## src/rtl/risc_toy_fetch.sv

```systemverilog
// RISC_TOY instruction-fetch stage: owns the PC, issues IMEM requests and
// buffers {instr, pc} pairs for decode; redirects flush and restart fetch.
module risc_toy_fetch #(
    parameter int          DEPTH    = 4,
    parameter logic [31:0] RESET_PC = 32'h0000_0000
) (
    input  logic        CLK,
    input  logic        RST,
    output logic        IREQ,
    output logic [29:0] IADDR,
    input  logic [31:0] INSTR,
    input  logic        REDIR_VALID,
    input  logic [31:0] REDIR_PC,
    output logic        ID_VALID,
    input  logic        ID_READY,
    output logic [31:0] ID_INSTR,
    output logic [31:0] ID_PC
);

    localparam int PW = $clog2(DEPTH);
    localparam int CW = PW + 1;
    localparam logic [CW:0] DEPTH_W = (CW + 1)'(DEPTH);

    logic [31:0]   fetch_pc;
    logic          inflight;
    logic [31:0]   inflight_pc;

    logic [31:0]   buf_instr [DEPTH];
    logic [31:0]   buf_pc    [DEPTH];
    logic [PW-1:0] rd_ptr;
    logic [PW-1:0] wr_ptr;
    logic [CW-1:0] count;

    logic [CW:0]   occupancy;
    logic          push;
    logic          pop;
    logic          unused_redir_lsbs;

    assign unused_redir_lsbs = ^REDIR_PC[1:0];

    // The in-flight word already owns a slot, so it counts against space.
    assign occupancy = {1'b0, count} + {{CW{1'b0}}, inflight};

    assign IREQ  = !RST && !REDIR_VALID && (occupancy < DEPTH_W);
    assign IADDR = fetch_pc[31:2];

    assign ID_VALID = (count != '0);
    assign ID_INSTR = ID_VALID ? buf_instr[rd_ptr] : 32'h0;
    assign ID_PC    = ID_VALID ? buf_pc[rd_ptr] : 32'h0;

    assign push = inflight && !REDIR_VALID && !RST;
    assign pop  = ID_VALID && ID_READY && !REDIR_VALID && !RST;

    always_ff @(posedge CLK) begin
        if (RST) begin
            fetch_pc    <= {RESET_PC[31:2], 2'b00};
            inflight    <= 1'b0;
            inflight_pc <= 32'h0;
        end else if (REDIR_VALID) begin
            fetch_pc    <= {REDIR_PC[31:2], 2'b00};
            inflight    <= 1'b0;
        end else if (IREQ) begin
            fetch_pc    <= fetch_pc + 32'd4;
            inflight    <= 1'b1;
            inflight_pc <= fetch_pc;
        end else begin
            inflight    <= 1'b0;
        end
    end

    always_ff @(posedge CLK) begin
        if (RST || REDIR_VALID) begin
            rd_ptr <= '0;
            wr_ptr <= '0;
            count  <= '0;
        end else begin
            if (push) begin
                wr_ptr <= wr_ptr + PW'(1);
            end
            if (pop) begin
                rd_ptr <= rd_ptr + PW'(1);
            end
            case ({push, pop})
                2'b10:   count <= count + CW'(1);
                2'b01:   count <= count - CW'(1);
                default: count <= count;
            endcase
        end
    end

    // Storage needs no reset: entries are only visible while count covers them.
    always_ff @(posedge CLK) begin
        if (push) begin
            buf_instr[wr_ptr] <= INSTR;
            buf_pc[wr_ptr]    <= inflight_pc;
        end
    end

endmodule
```

## config.mk

```make
export PLATFORM = sky130hd
export DESIGN_NAME = risc_toy_fetch
export DESIGN_NICKNAME = d
export VERILOG_FILES = /design/src/rtl/risc_toy_fetch.sv
export SDC_FILE = /design/constraint.sdc
export NUM_CORES = 1
export LEC_CHECK = 0
export BUFFER_PORTS_ARGS = -buffer_cell sky130_fd_sc_hd__buf_2
export CAP_MARGIN = 20
export CORE_UTILIZATION = 43
export DETAILED_ROUTE_END_ITERATION = 16
export GPL_ROUTABILITY_DRIVEN = 0
export PLACE_DENSITY = 0.73
export SLEW_MARGIN = 40
export SYNTH_ARGS = -nofsm -noshare
export SYNTH_HDL_FRONTEND = slang
export SYNTH_SLANG_ARGS = --single-unit
export TNS_END_PERCENT = 1
```

## constraint.sdc

```tcl
create_clock -name CLK -period 4 [get_ports CLK]
set_clock_uncertainty 0.2 [all_clocks]
set_input_delay 0.8 -clock CLK [delete_from_list [all_inputs] [get_ports CLK]]
set_output_delay 0.8 -clock CLK [all_outputs]
set_load 0.1 [all_outputs]
```

# Word-level counts from Yosys, hierarchy flattened
# Memories as Yosys holds them, arrays and structs flattened. A register that Yosys moved wholly into a read port is not among the register bits.
# Index checks and enable logic that the tools add are counted.
[totals]
ff_bits = 72
ramBits = 256
in_bits = 68
output_inout_bits = 96
wordCells = 46
memories = 2
[op_classes]
add_sub_neg = 6
n_lt_le_gt_ge = 1
n_eq_ne = 2
mux = 12
bitwise_logic = 1
n_reduce_logical = 15
[memory_table]
columns = ["name", "depth", "word_bits", "read_ports", "rd_clocked_by_memory_dff", "wr", "line_no", "rtl"]
rows = [
  ["buf_instr", 4, 32, 1, 1, 1, "28", "logic [31:0] buf_instr [DEPTH];"],
  ["buf_pc", 4, 32, 1, 1, 1, "29", "logic [31:0] buf_pc [DEPTH];"],
]
[ops]
columns = ["op", "count"]
rows = [
  ["2-to-1 mux 32 bit", 4],
  ["adder 32 x 3 -> 32 bit (second input constant)", 1],
  ["2-to-1 mux 2 bit", 4],
  ["logical AND 1 bit", 7],
  ["case mux 3 bit (2 select lines)", 1],
  ["adder 2 x 1 -> 2 bit (second input constant)", 2],
  ["adder 3 x 1 -> 4 bit", 1],
  ["< comparator 4 x 3 -> 1 bit (second input constant)", 1],
  ["nonzero test 2 bit", 2],
  ["adder 3 x 1 -> 3 bit (second input constant)", 1],
  ["2-to-1 mux 1 bit", 3],
  ["nonzero test 3 bit", 1],
  ["subtractor 3 x 1 -> 3 bit (second input constant)", 1],
  ["equality test 2 x 1 -> 1 bit (second input constant)", 1],
  ["equality test 2 bit (second input constant)", 1],
  ["logical NOT 1 bit", 2],
  ["AND reduction 2 bit", 1],
  ["OR reduction 2 bit", 1],
  ["logical OR 1 bit", 1],
  ["inverter 1 bit", 1],
]

# Depth between registers and ports, before layout
# Gate-level depths: netlist (run 1).
[depth]
depth_word = 6
mapped_depth = 9
depth_no_buf = 8

# Least setup slack after synthesis (run 1)
# Ideal clock, no wire load.
[synth_timing]
path_type = "input to output"
start = "input port RST"
end = "output port IREQ"
arrival_ns = 2.586
required_time_ns = 3.000
setup_slack_ns = 0.414
path_stages = 5
path_buffers = 2
path_cell_list = "clkbuf_1 -> nor2_1 -> nand2_1 -> inv_2 -> buf_1"
[synth_via]
elab_chain_len = 3
[synth_rtl]
columns = ["item", "line_no", "rtl"]
rows = [
  ["start: declaration", "8", "input logic RST,"],
  ["logical NOT 1 bit", "44", "assign IREQ = !RST && !REDIR_VALID && (occupancy < DEPTH_W);"],
  ["logical AND 1 bit (2 in a row)", "44", ""],
  ["end: declaration", "9", "output logic IREQ,"],
]
# No other way between the ends.

# Worst setup path in the final report (run 1)
[layout_timing]
start = "register count[2]"
end = "output port ID_INSTR[5]"
[layout_via]
elab_chain_len = 2
[layout_rtl]
columns = ["item", "line_no", "rtl"]
rows = [
  ["start: declaration", "32", "logic [CW-1:0] count;"],
  ["start signal: assignment", "84", "2'b10: count <= count + CW'(1);"],
  ["start signal: assignment", "85", "2'b01: count <= count - CW'(1);"],
  ["start signal: assignment", "86", "default: count <= count;"],
  ["nonzero test 3 bit", "47", "assign ID_VALID = (count != '0);"],
  ["2-to-1 mux 32 bit", "48", "assign ID_INSTR = ID_VALID ? buf_instr[rd_ptr] : 32'h0;"],
  ["end: declaration", "16", "output logic [31:0] ID_INSTR,"],
]
# No other way between the ends.

==> results of run 1 <==
==> path summary, 6_finish.rpt <==
path              depth (start not counted)  slack [ps]      startpoint        endpoint
setup reg to reg                          5        1270     fetch_pc[2]    fetch_pc[24]
hold / removal                            2         290  inflight_pc[2]  inflight_pc[2]
hold reg to reg                           2         290  inflight_pc[2]  inflight_pc[2]
setup / recovery                          4         580        count[2]     ID_INSTR[5]
==> power by group through the flow <==
stage,Combinational [mW],Sequential (mW),Clock (mW)
floorplan,0.151,3.85,0
global placement,0.401,3.72,0
detailed placement,0.406,3.72,0
CTS,0.408,3.65,3.05
global route,0.430,3.66,3.19
finish,0.406,3.65,2.99
==> cells by family (layout without fill, tap and decap cells) <==
kind of cell	count (synthesis)	after routing	share of synthesized area
AND/OR/NAND/NOR	254	254	0.103
AO/OA/AOI/OAI	89	89	0.0466
other	1	2	0.000296
buffers and inverters	66	247	0.0219
flip-flops	318	318	0.698
multiplexers	63	63	0.111
XOR/XNOR	16	16	0.0111
adder cells (fa/ha/maj)	7	7	0.00751
==> critical path, cell delays in order, from the launching register on <==
cell and delay (ps):
dfxtp_1 330, or3_2 780, buf_12 290, and2_1 180, buf_2 300
==> sequential cells by signal, indices dropped and copies added (netlist names), named ones only <==
register,cells
buf_instr,128
buf_pc,120
fetch_pc,30
inflight_pc,30
count,3
rd_ptr,2
wr_ptr,2
inflight,1
==> area by class of cell <==
cell class              count  area share
clock buffers              46      0.0616
clock inverters            16     0.00966
inverters                  12     0.00300
multi-input cells         431       0.237
flip-flops and latches    318       0.589
well taps                 384      0.0320
repair buffers            173      0.0668
==> metal layers <==
layer  vias up  routed length (um)  GRT usage
met2       292               12800      0.292
met5         -                   0          0
li1       3452                   -          -
met4         0                 309     0.0376
met3        27                1990     0.0357
met1      3727               12000      0.260
==> cells in the final DEF, fill, tap and decap left out, types with 13 or more instances in the layout <==
cell type / synthesis / final
mux4_2: 62 / 62
edfxtp_1: 248 / 248
nor2_1: 33 / 33
clkbuf_16: 0 / 34
nand4_1: 13 / 13
nand2_1: 86 / 86
and2_1: 63 / 63
dfxtp_1: 70 / 68
buf_2: 6 / 158
or4_1: 13 / 13
a21oi_1: 37 / 37
==> stage by stage <==
step                      instance area [um2]  worst slack (ps)   util  hold WS (ps)  power, mW
final                                   15000               581  0.521           293       7.04
after global routing                    15000               469  0.521           292       7.27
after CTS                               15000               539  0.521           291       7.11
after detailed placement                14000              1090  0.483           287       4.13
after global placement                  14000              1100  0.483           276       4.12
after floorplan                         12700               414      -           260       4.00
==> results.yml, run 1 <==
power:
  p_comb_frac: 0.058
  p_int_mw: 5.45
  netSwitchingPower_mw: 1.60
  share_clk_of_total_power: 0.424
  irDropWorstVdd_v: 0.000254
  pwr_density_cell_nw_per_um2: 469
  sw_frac_of_total: 0.227
  power_leakage_nw: 5.31
  seq_power_share: 0.518
clock_tree:
  cts-resized-gates: 0
  clock_sinks: 318
  post_cts.repair.setup_buffers: 0
  holdBufCountCts: 0
  numCtsBuffers: 34
  clock_latency_ps: 510
  clock_slew_at_the_register_clock_pins_of_the_worst_setup_and_hold_paths_ps: 60
  cts.htree.levels: 2
  cts_tree: "done"
  clock_tree.buffer_depth: 3
  root_buf_cell: "clkbuf_16"
finish:
  synthToLayoutAreaGrowth_pct: 18.6
  area.sequential_um2: 8860
  finish.cell_count_without_fillers: 1380
  post_route_cells_drive_above_1_share: 0.298
  num-fill-cells: 2402
  antenna-diode-count: 0
  finalNetCount: 1045
  combined_area_of_the_multi_input_logic_cells_um2: 3570
critical_path:
  worst_setup_path_end_kind: "primary output"
  critical_path_arrival_ps: 2420
  critical_path.max_fanout: 39
  setup.worst_path.start_class: "flop"
  crit_type: "flop to primary output"
  worst_ep_required_time_ps: 3000
floorplanning:
  fp.dieH_um: 174
  design.portCount: 164
  floorplan.initialDensity: 0.439
  core_region_area_um2: 28900
  die-area_um2: 30200
  die_width_um: 174
  fp-row-count: 62
route:
  route.detailed.wl_per_inst_um: 19.7
  post_drt_via_cell_ratio: 5.43
  drt_drc_violations_left: 0
  drt_pre_antenna_iters: 5
  first_iter_violations: 653
  vias: 7498
  finalWirelength_um: 27100
  drtAntennaViolNets: 0
logic_synthesis:
  post_synth.cell_area_avg_um2: 15.6
  post_synth_instance_area_um2: 12700
  synth_edf_count: 248
  synth_top_area_share: 0.588
  ys_warn_count: 0
  main_flop_type_after_synthesis: "edfxtp_1"
  synth_seq_cells: 318
  synthesis.instances: 814
  yosys.cell_count.top_type: "edfxtp_1"
  yosys.cell_types.count: 48
  synthTopCellsByCount: "edfxtp_1 (248), nand2_1 (86), dfxtp_1 (70), and2_1 (63), mux4_2 (62)"
  synth_sequential_area_ratio: 0.698
  cell_taking_the_most_area_after_synthesis: "edfxtp_1"
  synthArstFlopShare: 0
  synthTopCellsByArea: "edfxtp_1 (59%), dfxtp_1 (11%), mux4_2 (11%)"
sta:
  timing_hold_violations_final: 0
  timing.final.max_slew_violations: 0
  final.setup.tns_ps: 0
  grt_setup_unrepaired: "no"
  clock.fmax_ghz: 0.292
  layout_worst_path_cycle_share: 0.855
  slew_headroom: 0.499
  final_period_minus_worst_setup_slack_ps: 3420
  finalSetupViolCount: 0
  worst-slew-pin-transition_ps: 751
place:
  dpl.hpwl_um: 16600
  numPortBuffers: 159
  placed_cells: 1318
job:
  max-cap-violations: 0
global_route:
  gr-usage-all-layers: 0.182
  grt_max_degree: 63
  initial_antenna_violation_count: 0
  first_global_vias: 7376
  globalRoute.totalOverflow: 0
  grt_pass1_wl_um: 42700
outcome:
  outcome: "finished, final reports clean"
min_path:
  worstHoldPathType: "flop to flop"
Power figures use the tool's default switching activity.
==> run 2: changes to the inputs <==
- CAP_MARGIN: 20 -> 10
- MAX_ROUTING_LAYER: not set -> met4
==> run 2 against run 1 <==
Die area unchanged. Sequential power hardly changed. Highest routed layer unchanged. Largest power group unchanged. Worst setup slack gained 3.9 ps. Clock power is essentially flat. Combinational power is essentially flat. Non-clock buffer count is the same. Critical path type unchanged. Global-route usage grew 0.53 points. Critical path depth did not move. Clock-buffer cell count did not move. Final area is the same. Wire length fell by 0.15%.
==> results.yml, run 2 (synthesis gave the netlist of run 1 again) <==
outcome:
  outcome: "finished, final reports clean"
route:
  first_iter_violations: 623
  finalWirelength_um: 27100
  drt_drc_violations_left: 0
  route.detailed.wl_per_inst_um: 19.6
  post_drt_via_cell_ratio: 5.42
  drt_pre_antenna_iters: 5
  vias: 7477
  drtAntennaViolNets: 0
floorplanning:
  core_region_area_um2: 28900
  design.portCount: 164
  fp-row-count: 62
  die-area_um2: 30200
  fp.dieH_um: 174
  floorplan.initialDensity: 0.439
  die_width_um: 174
global_route:
  gr-usage-all-layers: 0.188
  globalRoute.totalOverflow: 0
  first_global_vias: 7377
  grt_max_degree: 63
  grt_pass1_wl_um: 42600
  initial_antenna_violation_count: 0
sta:
  final_period_minus_worst_setup_slack_ps: 3420
  final.setup.tns_ps: 0
  timing_hold_violations_final: 0
  layout_worst_path_cycle_share: 0.854
  timing.final.max_slew_violations: 0
  clock.fmax_ghz: 0.293
  slew_headroom: 0.503
  worst_slack_ps: 585
  finalSetupViolCount: 0
  grt_setup_unrepaired: "no"
  worst-slew-pin-transition_ps: 745
power:
  pwr_density_cell_nw_per_um2: 469
  seq_power_share: 0.518
  p_int_mw: 5.45
  p_comb_frac: 0.058
  power_leakage_nw: 5.31
  sw_frac_of_total: 0.227
  share_clk_of_total_power: 0.424
  irDropWorstVdd_v: 0.000257
  netSwitchingPower_mw: 1.60
  totalPowerFinal_mw: 7.05
critical_path:
  worst_setup_path_end_kind: "primary output"
  crit_chain: "or3_2 > buf_12 > and2_1 > buf_2"
  worst_ep_required_time_ps: 3000
  setup.worst_path.start_class: "flop"
  number_of_buffer_and_inverter_instances_along_the_worst_setup_path: 2
  critical_path_arrival_ps: 2420
  critical_path.max_stage_delay_ps: 780
  cell_family_with_most_cp_delay: "simple AND/OR/NAND/NOR gates"
  critical_path.max_fanout: 39
  critical-path-slowest-cell: "or3_2"
  crit_type: "flop to primary output"
clock_tree:
  clock_sinks: 318
  clock_slew_at_the_register_clock_pins_of_the_worst_setup_and_hold_paths_ps: 60
  cts-resized-gates: 0
  cts.htree.levels: 2
  clock_tree.buffer_depth: 3
  numCtsBuffers: 34
  cts_tree: "done"
  root_buf_cell: "clkbuf_16"
  clock_latency_ps: 510
  post_cts.repair.setup_buffers: 0
  holdBufCountCts: 0
finish:
  synthToLayoutAreaGrowth_pct: 18.6
  regMostFlops: "buf_instr"
  finish.cell_count_without_fillers: 1380
  num-fill-cells: 2402
  leading_cell_types_in_the_layout_fill_and_taps_excluded: "edfxtp_1 (248), buf_2 (158), nand2_1 (86)"
  post_route_cells_drive_above_1_share: 0.298
  layout_top_registers: "buf_instr x128, buf_pc x120"
  antenna-diode-count: 0
  area.sequential_um2: 8860
  final_common_cell: "edfxtp_1"
  combined_area_of_the_multi_input_logic_cells_um2: 3570
  finalNetCount: 1045
  number_of_flip_flops_in_the_largest_register: 128
place:
  dpl.hpwl_um: 16600
  placed_cells: 1318
  place_ws_ps: 1090
  numPortBuffers: 159
min_path:
  worstHoldPathType: "flop to flop"
job:
  max-cap-violations: 0
## run 2: cell counts in the layout (fill, tap and decap cells not counted)
No cell type changed its count.
## run 2: final timing paths
path              cells after the start  slack (ps)        endpoint      startpoint
setup / recovery                      4         580     ID_INSTR[5]        count[2]
hold / removal                        2         290  inflight_pc[2]  inflight_pc[2]
setup reg to reg                      8        1290        count[2]        count[0]
hold reg to reg                       2         290  inflight_pc[2]  inflight_pc[2]
## run 2: layout make-up
class / count / share of cell area
clock inverter: 16 / 0.00966
tap: 384 / 0.0320
sequential: 318 / 0.589
multi-input combinational: 431 / 0.237
clock buffer: 46 / 0.0616
inverter: 12 / 0.00300
timing repair buffer: 173 / 0.0668
## run 2: worst min-delay path, cell delays in order, from the launching register on
cell	delay, ps
dfxtp_1	330
nand2_1	60
a21oi_1	50
## run 2: power by group through the flow
stage	combinational (mW)	sequential, mW	clock (mW)
2_1_floorplan	0.151	3.85	0
3_3_place_gp	0.401	3.72	0
3_5_place_dp	0.406	3.72	0
4_1_cts	0.408	3.65	3.05
5_1_grt	0.429	3.66	3.19
6_report	0.406	3.65	2.99
## run 2: per-layer routing
metal | track usage | share of wire | up-vias
li1 | - | - | 3452
met1 | 0.259 | 0.44 | 3710
met2 | 0.292 | 0.47 | 288
met3 | 0.0355 | 0.073 | 27
met4 | 0.0376 | 0.012 | 0
met5 | - | 0 | -
## run 2: through the flow
stage / cell area (um2) / hold WS, ps / utilization
final: 15000 / 294 / 0.521
after detailed placement: 14000 / 287 / 0.483
after global routing: 15000 / 292 / 0.521
after global placement: 14000 / 276 / 0.483
after CTS: 15000 / 291 / 0.521
after floorplan: 12700 / 260 / -
==> run 3: changes to the inputs <==
- CORE_ASPECT_RATIO: not set -> 1.2
==> run 3 against run 2 <==
First-iteration DRC count shrank 22%. Global-route usage fell by 0.92 points. Die area hardly changed. Sequential share of layout area is 0.072 points higher. Sequential power is essentially flat. Register-to-register slack worse by 20 ps. Via count down 0.49%. Highest routed layer unchanged.
==> results.yml, run 3 (synthesis gave the netlist of run 1 again) <==
critical_path:
  crit_chain: "buf_12 > mux4_2 > and2_1 > buf_2"
  worst_ep_required_time_ps: 3000
  critical_path_arrival_ps: 2480
  critical_path.max_stage_delay_ps: 570
  critical_path.max_fanout: 37
  setup.worst_path.start_class: "flop"
  worst_setup_path_end_kind: "primary output"
  critical-path-slowest-cell: "mux4_2"
  crit_type: "flop to primary output"
power:
  p_comb_frac: 0.057
  pwr_density_cell_nw_per_um2: 462
  share_clk_of_total_power: 0.416
  irDropWorstVdd_v: 0.000216
  seq_power_share: 0.527
  power_leakage_nw: 5.31
  sw_frac_of_total: 0.218
  p_int_mw: 5.42
  netSwitchingPower_mw: 1.51
clock_tree:
  clock_latency_ps: 540
  cts_tree: "done"
  numCtsBuffers: 30
  cts.htree.levels: 1
  clock_sinks: 318
  clock_slew_at_the_register_clock_pins_of_the_worst_setup_and_hold_paths_ps: 60
  cts-resized-gates: 0
  holdBufCountCts: 0
  post_cts.repair.setup_buffers: 0
  clock_tree.buffer_depth: 3
  root_buf_cell: "clkbuf_16"
global_route:
  globalRoute.totalOverflow: 0
  grt_use_met2: 0.289
  top_usage_layer: "met2"
  initial_antenna_violation_count: 0
  first_global_vias: 7460
  grt_util_met1: 0.230
  gr-usage-all-layers: 0.179
  grt_max_degree: 63
  globalRouteMet3Util: 0.0319
  grt_pass1_wl_um: 40400
route:
  drt_drc_violations_left: 0
  vias: 7440
  drt_pre_antenna_iters: 7
  post_drt_via_cell_ratio: 5.39
  first_iter_violations: 486
  route.detailed.wl_per_inst_um: 18.4
  drtAntennaViolNets: 0
  finalWirelength_um: 25400
sta:
  layout_worst_path_cycle_share: 0.870
  grt_setup_unrepaired: "no"
  worst-slew-pin-transition_ps: 746
  finalSetupViolCount: 0
  slew_headroom: 0.498
  timing_hold_violations_final: 0
  clock.fmax_ghz: 0.287
  timing.final.max_slew_violations: 0
  final.setup.tns_ps: 0
  final_period_minus_worst_setup_slack_ps: 3480
floorplanning:
  die_width_um: 159
  die-area_um2: 30200
  fp.dieH_um: 190
  design.portCount: 164
  fp-row-count: 68
  core_region_area_um2: 28800
  floorplan.initialDensity: 0.439
finish:
  synthToLayoutAreaGrowth_pct: 18.4
  leading_cell_types_in_the_layout_fill_and_taps_excluded: "edfxtp_1 (248), buf_2 (158), nand2_1 (86)"
  regMostFlops: "buf_instr"
  antenna-diode-count: 0
  layout_top_registers: "buf_instr x128, buf_pc x120"
  finalNetCount: 1046
  number_of_flip_flops_in_the_largest_register: 128
  final_common_cell: "edfxtp_1"
  finish.cell_count_without_fillers: 1380
  post_route_cells_drive_above_1_share: 0.301
job:
  max-cap-violations: 0
place:
  dpl.hpwl_um: 15900
  numPortBuffers: 159
  placed_cells: 1324
outcome:
  outcome: "finished, final reports clean"
min_path:
  worstHoldPathType: "input port to flop"
## run 3: cell types whose count changed in the layout (fill, tap and decap cells not counted), sizes merged
cell and change:
buf +5, clkinv -4, inv -2, clkbuf -2, bufinv +1, clkinvlp +1
## run 3: final cells by class
type,instances,area (um2)
Inverter,12,45.0
Clock buffer,44,895
Multi-Input combinational cell,431,3570
Fill cell,2378,13800
Tap cell,385,482
Sequential cell,318,8850
Clock inverter,12,139
Timing Repair Buffer,178,1020
## run 3: worst paths after layout
kind | slack, ps | cells past startpoint | start | to
hold reg to reg | 300 | 2 | inflight_pc[30] | inflight_pc[30]
setup reg to reg | 1270 | 8 | count[0] | count[2]
hold / removal | 270 | 1 | INSTR[2] | buf_instr[0][2]
setup / recovery | 520 | 4 | flop | ID_PC[20]
## run 3: power groups by stage
stage                     registers [mW]  logic, mW  clock network, mW
after floorplan                     3.85      0.151                  0
after global placement              3.72      0.393                  0
after detailed placement            3.72      0.398                  0
after CTS                           3.65      0.399               2.95
after global routing                3.66      0.420               3.08
final                               3.65      0.398               2.88
## run 3: worst max-delay path, delay by kind of cell, from the launching register on
kind / cells / cell delay [ps]
AND/OR/NAND/NOR: 1 / 170
buffers and inverters: 2 / 630
multiplexers: 1 / 570
flip-flops: 1 / 540
## run 3: metal layers
metal | vias up | wire length (um)
met4 | 0 | 497
met3 | 39 | 1750
met5 | - | 0
li1 | 3440 | -
met2 | 266 | 12400
met1 | 3695 | 10800
## run 3: per-stage QoR
step           cell area [um2]  setup WS [ps]  hold WS [ps]  power, mW  utilization
3_3_place_gp             14000            974           276       4.11        0.484
5_1_grt                  15000            363           245       7.16        0.520
6_report                 15000            521           273       6.93        0.520
3_5_place_dp             14000           1000           294       4.12        0.484
2_1_floorplan            12700            414           260       4.00            -
4_1_cts                  15000            427           242       7.00        0.520
